**config.mk**
```make
export PLATFORM = sky130hd
export DESIGN_NAME = reg_share_arb
export DESIGN_NICKNAME = d
export VERILOG_FILES = /design/src/rtl/reg_share_arb_pkg.sv /design/src/rtl/reg_share_arb_pick.sv /design/src/rtl/reg_share_arb.sv
export SDC_FILE = /design/constraint.sdc
export NUM_CORES = 1
export LEC_CHECK = 0
export CELL_PAD_IN_SITES_DETAIL_PLACEMENT = 0
export CELL_PAD_IN_SITES_GLOBAL_PLACEMENT = 1
export CORE_AREA = 2 2 49 86
export CTS_BUF_LIST = sky130_fd_sc_hd__clkbuf_4
export DETAILED_ROUTE_END_ITERATION = 7
export DIE_AREA = 0 0 51 88
export PLACE_DENSITY_LB_ADDON = 0.1
export SLEW_MARGIN = 20
export SYNTH_ARGS = -nofsm -noshare
export SYNTH_HDL_FRONTEND = slang
export SYNTH_SLANG_ARGS = --single-unit
```
**constraint.sdc**
```tcl
create_clock -name c -period 4.85 [get_ports c]
set_input_delay 1.455 -clock c [delete_from_list [all_inputs] [get_ports c]]
set_output_delay 1.455 -clock c [all_outputs]
set_load 0.02 [all_outputs]
```
**src/rtl/reg_share_arb_pkg.sv**
```systemverilog
// rtl/reg_share_arb_pkg.sv - shared types, defaults and index-width helper for reg_share_arb
package reg_share_arb_pkg;

  localparam int DEF_NREQ = 4;
  localparam int DEF_DW   = 8;
  localparam int HCNT_W   = 4;

  typedef enum logic [1:0] {
    ST_IDLE  = 2'd0,
    ST_GRANT = 2'd1,
    ST_HOLD  = 2'd2
  } state_t;

  // Width of a requester index; never below one bit so ports stay legal.
  function automatic int idx_w(input int n);
    return (n <= 2) ? 1 : $clog2(n);
  endfunction

endpackage

```
**src/rtl/reg_share_arb_pick.sv**
```systemverilog
// rtl/reg_share_arb_pick.sv - rr_pick: combinational round-robin winner selection
module rr_pick
  import reg_share_arb_pkg::*;
#(
  parameter int NREQ = DEF_NREQ,
  parameter int IW   = idx_w(DEF_NREQ)
) (
  input  logic [NREQ-1:0] req,
  input  logic [IW-1:0]   ptr,
  output logic [NREQ-1:0] win,
  output logic [IW-1:0]   idx,
  output logic            any
);

  int          j;
  logic [IW-1:0] jj;

  // Scan upward from ptr with wrap; the first requesting index wins.
  always_comb begin
    win = '0;
    idx = '0;
    any = 1'b0;
    j   = 0;
    jj  = '0;
    for (int k = 0; k < NREQ; k++) begin
      j  = (int'(ptr) + k) % NREQ;
      jj = j[IW-1:0];
      if (!any && req[jj]) begin
        any     = 1'b1;
        win[jj] = 1'b1;
        idx     = jj;
      end
    end
  end

endmodule

```
**src/rtl/reg_share_arb.sv**
```systemverilog
// rtl/reg_share_arb.sv - round-robin shared-register arbiter, falling-edge clocked; optional lock/hold via REG_SHARE_ARB_LOCK_EN
module reg_share_arb
  import reg_share_arb_pkg::*;
#(
  parameter int NREQ    = DEF_NREQ,
  parameter int DW      = DEF_DW,
  parameter int MAXHOLD = 4
) (
  input  logic                    c,
  input  logic                    rn,
  input  logic [NREQ-1:0]         req,
  input  logic [NREQ*DW-1:0]      wdata,
  input  logic [NREQ-1:0]         lock,
  output logic [NREQ-1:0]         gnt,
  output logic [idx_w(NREQ)-1:0]  owner,
  output logic [DW-1:0]           q,
  output logic                    qv
);

  localparam int IW = idx_w(NREQ);

  state_t          state_q, state_d;
  logic [IW-1:0]   ptr_q, ptr_d;
  logic [NREQ-1:0] gnt_d;
  logic [IW-1:0]   owner_d;
  logic [DW-1:0]   q_d;
  logic            qv_d;

  logic [NREQ-1:0] pick_win;
  logic [IW-1:0]   pick_idx;
  logic            pick_any;

  logic            hold_keep;
  logic            hold_enter;

  rr_pick #(
    .NREQ (NREQ),
    .IW   (IW)
  ) u_pick (
    .req  (req),
    .ptr  (ptr_q),
    .win  (pick_win),
    .idx  (pick_idx),
    .any  (pick_any)
  );

`ifdef REG_SHARE_ARB_LOCK_EN
  logic [HCNT_W-1:0] hcnt_q, hcnt_d;

  // Holder keeps the bus while it still requests, still locks and has budget left.
  assign hold_keep  = (state_q == ST_HOLD) && req[owner] && lock[owner] &&
                      (hcnt_q < HCNT_W'(MAXHOLD));
  assign hold_enter = pick_any && |(pick_win & lock);

  // Hold counter includes the grant edge that entered HOLD.
  always_comb begin
    hcnt_d = '0;
    if (hold_keep)       hcnt_d = hcnt_q + HCNT_W'(1);
    else if (hold_enter) hcnt_d = HCNT_W'(1);
  end

  // Hold counter register.
  always_ff @(negedge c or negedge rn) begin
    if (!rn) hcnt_q <= '0;
    else     hcnt_q <= hcnt_d;
  end
`else
  logic unused_cfg;

  assign hold_keep  = 1'b0;
  assign hold_enter = 1'b0;
  assign unused_cfg = ^lock ^ (MAXHOLD > 0) ^ (state_q == ST_HOLD);
`endif

  // State and registered outputs; reset is immediate, updates on the falling edge.
  always_ff @(negedge c or negedge rn) begin
    if (!rn) begin
      state_q <= ST_IDLE;
      ptr_q   <= '0;
      gnt     <= '0;
      owner   <= '0;
      q       <= '0;
      qv      <= 1'b0;
    end else begin
      state_q <= state_d;
      ptr_q   <= ptr_d;
      gnt     <= gnt_d;
      owner   <= owner_d;
      q       <= q_d;
      qv      <= qv_d;
    end
  end

  // Next state: stay in HOLD while allowed, otherwise arbitrate or go idle.
  always_comb begin
    state_d = ST_IDLE;
    if (hold_keep)     state_d = ST_HOLD;
    else if (pick_any) state_d = hold_enter ? ST_HOLD : ST_GRANT;
  end

  // Output/datapath next values; ptr already sits past the holder, so HOLD leaves it alone.
  always_comb begin
    gnt_d   = '0;
    owner_d = '0;
    q_d     = q;
    qv_d    = 1'b0;
    ptr_d   = ptr_q;
    if (hold_keep) begin
      gnt_d   = gnt;
      owner_d = owner;
      q_d     = wdata[int'(owner)*DW +: DW];
      qv_d    = 1'b1;
    end else if (pick_any) begin
      gnt_d   = pick_win;
      owner_d = pick_idx;
      q_d     = wdata[int'(pick_idx)*DW +: DW];
      qv_d    = 1'b1;
      ptr_d   = (pick_idx == IW'(NREQ-1)) ? '0 : pick_idx + IW'(1);
    end
  end

endmodule

```
# Yosys cells after proc, flatten, opt, wreduce, memory -nomap -nowiden
# Cells that the tools add are included.
[word_totals]
out_inout_bits = 15
reg_bits = 17
input_bits = 42
[classes]
add_sub_neg = 4
order_cmp = 8
shifts = 1
n_bitwise = 3
reduce_logical = 10
mux = 32
n_eq_ne = 1
[op_table]
columns = ["op", "n"]
rows = [
  ["32-bit by 6-bit variable part select with 8-bit output", 1],
  ["4-bit two-way mux", 5],
  ["1-bit two-way mux", 13],
  ["2-bit by 3-bit < comparator with 1-bit output (second input constant)", 4],
  ["2-bit two-way mux", 6],
  ["4-bit bitwise OR", 3],
  ["1-bit binary-select mux with 2-bit select", 4],
  ["1-bit demux with 2-bit select", 4],
  ["2-bit by 1-bit >= comparator with 1-bit output (second input constant)", 4],
  ["1-bit logical AND", 7],
  ["2-bit by 1-bit adder with 2-bit output (second input constant)", 2],
  ["2-bit adder (second input constant)", 2],
  ["1-bit logical NOT", 3],
  ["2-bit == test (second input constant)", 1],
]

# Depth between registers and ports, before layout
[depth]
ltp_word = 14
mapped_depth = 12

# Hierarchy
# Synthesis repeated with hierarchy kept, for this count alone.
[unflattened]
cells_unflattened = 110
area_unflattened_um2 = 1252.5
[by_module_without_submodules]
columns = ["module", "n_inst", "cells_per_inst", "area_each_um2"]
rows = [
  ["reg_share_arb", 1, 65, 830.8],
  ["rr_pick", 1, 45, 421.7],
]

==> impl_summary.txt <==
----------------------------------------------------
[Outcome]
  Failing checks ... setup timing
  Result of the run ... finished with violations

[Floorplan]
  Placeable Area ... 3790 sq um
  Floorplan die area ... 4490 sq um
  Number of rows created at floorplan ... 30
  Die W ... 51 microns
  Initial cell density of the core ... roughly 33%
  Die height ... 88 microns
  I/O pin cnt ... 57

[Setup path]
  Critical Path Start ... req[1]
  Depth of the worst register-to-register path ... 9
  Critical Path Source Type ... primary input
  Endpoint class of the critical path ... register
  Worst setup path endpoint ... q[2]$_DFFE_NN0P_
  Maximum fanout along the worst path ... 5
  Worst r2r src ... ptr_q[0]$_DFFE_NN0P_
  Data arrival time of the critical path ... 3.20 ns
  Setup slack of the most critical reg-to-reg path ... 1.56 ns
  Data required, critical path ... ~2.6 ns
  Setup Crit Path Kind ... primary input to register
  Worst r2r dst ... q[1]$_DFFE_NN0P_

[Routing]
  Final routed wire length divided by cell count ... 14.4 microns
  Vias ... 1224
  Count of nets left with antenna violations after detail routing ... 0
  Number of DRC markers in iteration 0 ... 10
  1st-pass router iterations ... 4
  Total Routed Length ... 3520 microns
  Post-route DRC ... 0
  Routed vias/inst ... 5.00

[Synth]
  Register bit total from synthesis ... 17
  Distinct cell type count of the synthesized netlist ... 36
  Mean post-synth cell area ... 11.2 sq um
  Leading cell type by number of instances after synthesis ... sky130_fd_sc_hd__dfrtn_1
  Synth Area in XOR/XNOR ... 0.701%
  Number of nets produced by synthesis ... about 160
  Largest family of logic cells by synthesized area ... multiplexers
  Share of synthesized area occupied by flip-flops and latches ... 34.0%
  Synth Area in Adders ... roughly 8%
  Proportion of synthesized flip-flops having asynchronous set or reset ... 100%
  Number of enable-type register cells in the synthesized netlist ... 0
  Total number of yosys warnings ... 0
  Cell type with the highest aggregate area in the netlist ... sky130_fd_sc_hd__dfrtn_1
  Compound-cell area share of the yosys netlist ... 19.7%
  Syn Inst Count ... 112
  Most numerous cell types in the synthesized netlist ... sky130_fd_sc_hd__dfrtn_1, sky130_fd_sc_hd__mux2i_1, sky130_fd_sc_hd__ha_1, sky130_fd_sc_hd__nand2_1
  Ys flop type ... sky130_fd_sc_hd__dfrtn_1
  Multiplexer fraction of the synthesized cell area ... roughly 22%
  Top cells by area in the synthesized netlist ... sky130_fd_sc_hd__dfrtn_1, sky130_fd_sc_hd__mux2i_1, sky130_fd_sc_hd__ha_1, sky130_fd_sc_hd__mux4_2, sky130_fd_sc_hd__o221ai_1
  Cell area after technology mapping ... ~1200 sq um
  Fraction of post-synthesis cell area in the top cell type by area ... 34.0%
  Area share of and/or/nand/nor cells after synthesis ... 9.61%

[Power]
  Power density over the cells ... 746 nW/um^2
  Maximum vdd drop ... 0.000454 V
  Static leakage ... 0.944 nW

[STA]
  Slew Limit Headroom ... 52.8%
  Setup tns final ... -8.55 ns
  Layout Skew ... 0.00477 ns
  Final number of max-transition violations ... 0
  Unrepaired setup endpoints after global routing ... true
  Number of hold-slack violations in the final timing report ... 0
  Measured slew at the worst slew-check pin ... roughly 0.71 ns
  Setup violation total in the final timing report ... 17
  Smallest setup slack after layout ... -0.646 ns

[Global route]
  Initial antenna violation count ... 0
  Maximum number of pins on one net before global-route repair ... 18
  Vias in the first global route ... 1296
  Wire length of the first global-routing pass ... 5750 microns
  Remaining Overflow, GRT ... 0
  All-Layer GR Usage ... between 10% and 20%

[Clock network]
  Cell at the root of the clock tree ... sky130_fd_sc_hd__clkbuf_4
  Number of clock sinks ... 17
  Buffers from clock root to sink, at most ... 2
  Total number of H-tree levels ... 1
  Clock-pin slew of the registers on the worst-case setup and hold paths ... 0.07 ns
  Clock tree from TritonCTS ... yes
  Source-to-sink clock delay at the later pin of the worst-skew pair ... 0.30 ns
  Number of buffers inserted during clock tree synthesis ... 3

[Final layout]
  Final layout net count ... 248
  Number of fill cells in the layout ... about 330
  Post-layout instance area ... between 2000 and 2500 sq um
  Number of diodes added for antenna fixing ... 0
  Layout Area Growth over Synthesis ... 71.7%
  Share of layout cells above drive strength 1 ... 43.7%

[Min path]
  Number of instances on the worst hold path ... 2
  Hold/Removal Path Class ... register to register

[Placed design]
  Number of input and output port buffers inserted ... 52
  HPWL reported at the end of detailed placement ... 2700 microns
  Last weighted congestion value of the routability-driven placer ... between 0.7 and 0.8
  Instance area at placement ... between 1500 and 2000 sq um

[Flow run]
  Max-Cap Viols ... 0

----------------------------------------------------
## how the worst min path moves through the flow
stage / startpoint / end / slack (ns)
CTS: q[5]$_DFFE_NN0P_ / q[5]$_DFFE_NN0P_ / 0.43
global route: q[5]$_DFFE_NN0P_ / q[5]$_DFFE_NN0P_ / 0.45
finish: q[5]$_DFFE_NN0P_ / q[5]$_DFFE_NN0P_ / 0.43
floorplan: q[0]$_DFFE_NN0P_ / q[0]$_DFFE_NN0P_ / 0.55
detailed placement: q[5]$_DFFE_NN0P_ / q[5]$_DFFE_NN0P_ / 0.43
global placement: q[2]$_DFFE_NN0P_ / q[2]$_DFFE_NN0P_ / 0.43
## critical path, stage by stage
cell                       delay, ns
sky130_fd_sc_hd__buf_8          0.10
sky130_fd_sc_hd__buf_6          0.10
sky130_fd_sc_hd__mux4_2         0.55
sky130_fd_sc_hd__or3_4          0.40
sky130_fd_sc_hd__o22ai_4        0.28
sky130_fd_sc_hd__buf_4          0.18
sky130_fd_sc_hd__o221ai_1       0.12
## sequential cells by signal, indices dropped and copies added, names as in the netlist
name,cells
q,8
gnt,4
owner,2
ptr_q,2
qv,1
## kinds of logic (layout without fill, tap and decap cells)
| family | after synthesis | count (layout) |
|---|---|---|
| flip-flops | 17 | 17 |
| AO/OA/AOI/OAI | 32 | 32 |
| adder cells (fa/ha/maj) | 8 | 8 |
| buffers and inverters | 11 | 96 |
| AND/OR/NAND/NOR | 21 | 21 |
| XOR/XNOR | 1 | 1 |
| multiplexers | 22 | 22 |
## cells in the final DEF (no fill, tap or decap), drive strengths merged, types with 2 or more instances in the layout
cell type,netlist,final
nor2,5,5
buf,5,51
ha,8,8
o221ai,7,7
o22ai,2,2
mux2,3,3
dfrtn,17,17
inv,5,5
a21oi,4,4
clkdlybuf4s50,0,33
mux2i,15,15
clkbuf,1,3
clkdlybuf4s15,0,3
nor3,3,3
o21ai,5,5
mux4,4,4
nand2,9,9
a22oi,7,7
## metrics by stage
step           setup WS (ns)  cells  total power, mW  utilization, %  hold WS [ns]
2_1_floorplan         -0.769    112            0.997               -         0.555
5_1_grt               -0.715    245             1.72            56.6         0.446
4_1_cts               -0.685    241             1.54            54.7         0.433
3_3_place_gp           -1.32    230             1.37            52.4         0.433
6_report              -0.646    245             1.60            56.6         0.432
3_5_place_dp           -1.41    230             1.39            52.4         0.432
## routing by layer
layer,global-route usage [%],share of wire [%],wire length [microns],vias up
met1,16.2,36,1280,589
met4,7.13,0.82,29,0
met5,0,0,0,-
met3,2.56,4.3,153,2
li1,-,-,-,599
met2,35.1,59,2060,34
## power by group
part	internal (mW)	switching, mW
Sequential	0.222	0.0653
Clock	0.0307	0.0488
Combinational	0.647	0.587
## final cells by class
type	instances	area, sq um	area share (%)
Inverter	5	18.8	0.875
Multi-Input combinational cell	84	833	38.8
Clock inverter	1	5.00	0.233
Tap cell	48	60.1	2.80
Timing Repair Buffer	87	781	36.4
Sequential cell	17	425	19.8
Clock buffer	3	22.5	1.05
## repair_timing
item                       4_1_cts  5_1_grt
setup buffers                    6        4
hold buffers                     0        0
pin swaps                        8        8
cloned                           1        0
setup endpoints to repair       32       19
resized for setup               91       14
Power figures use the tool's default switching activity.
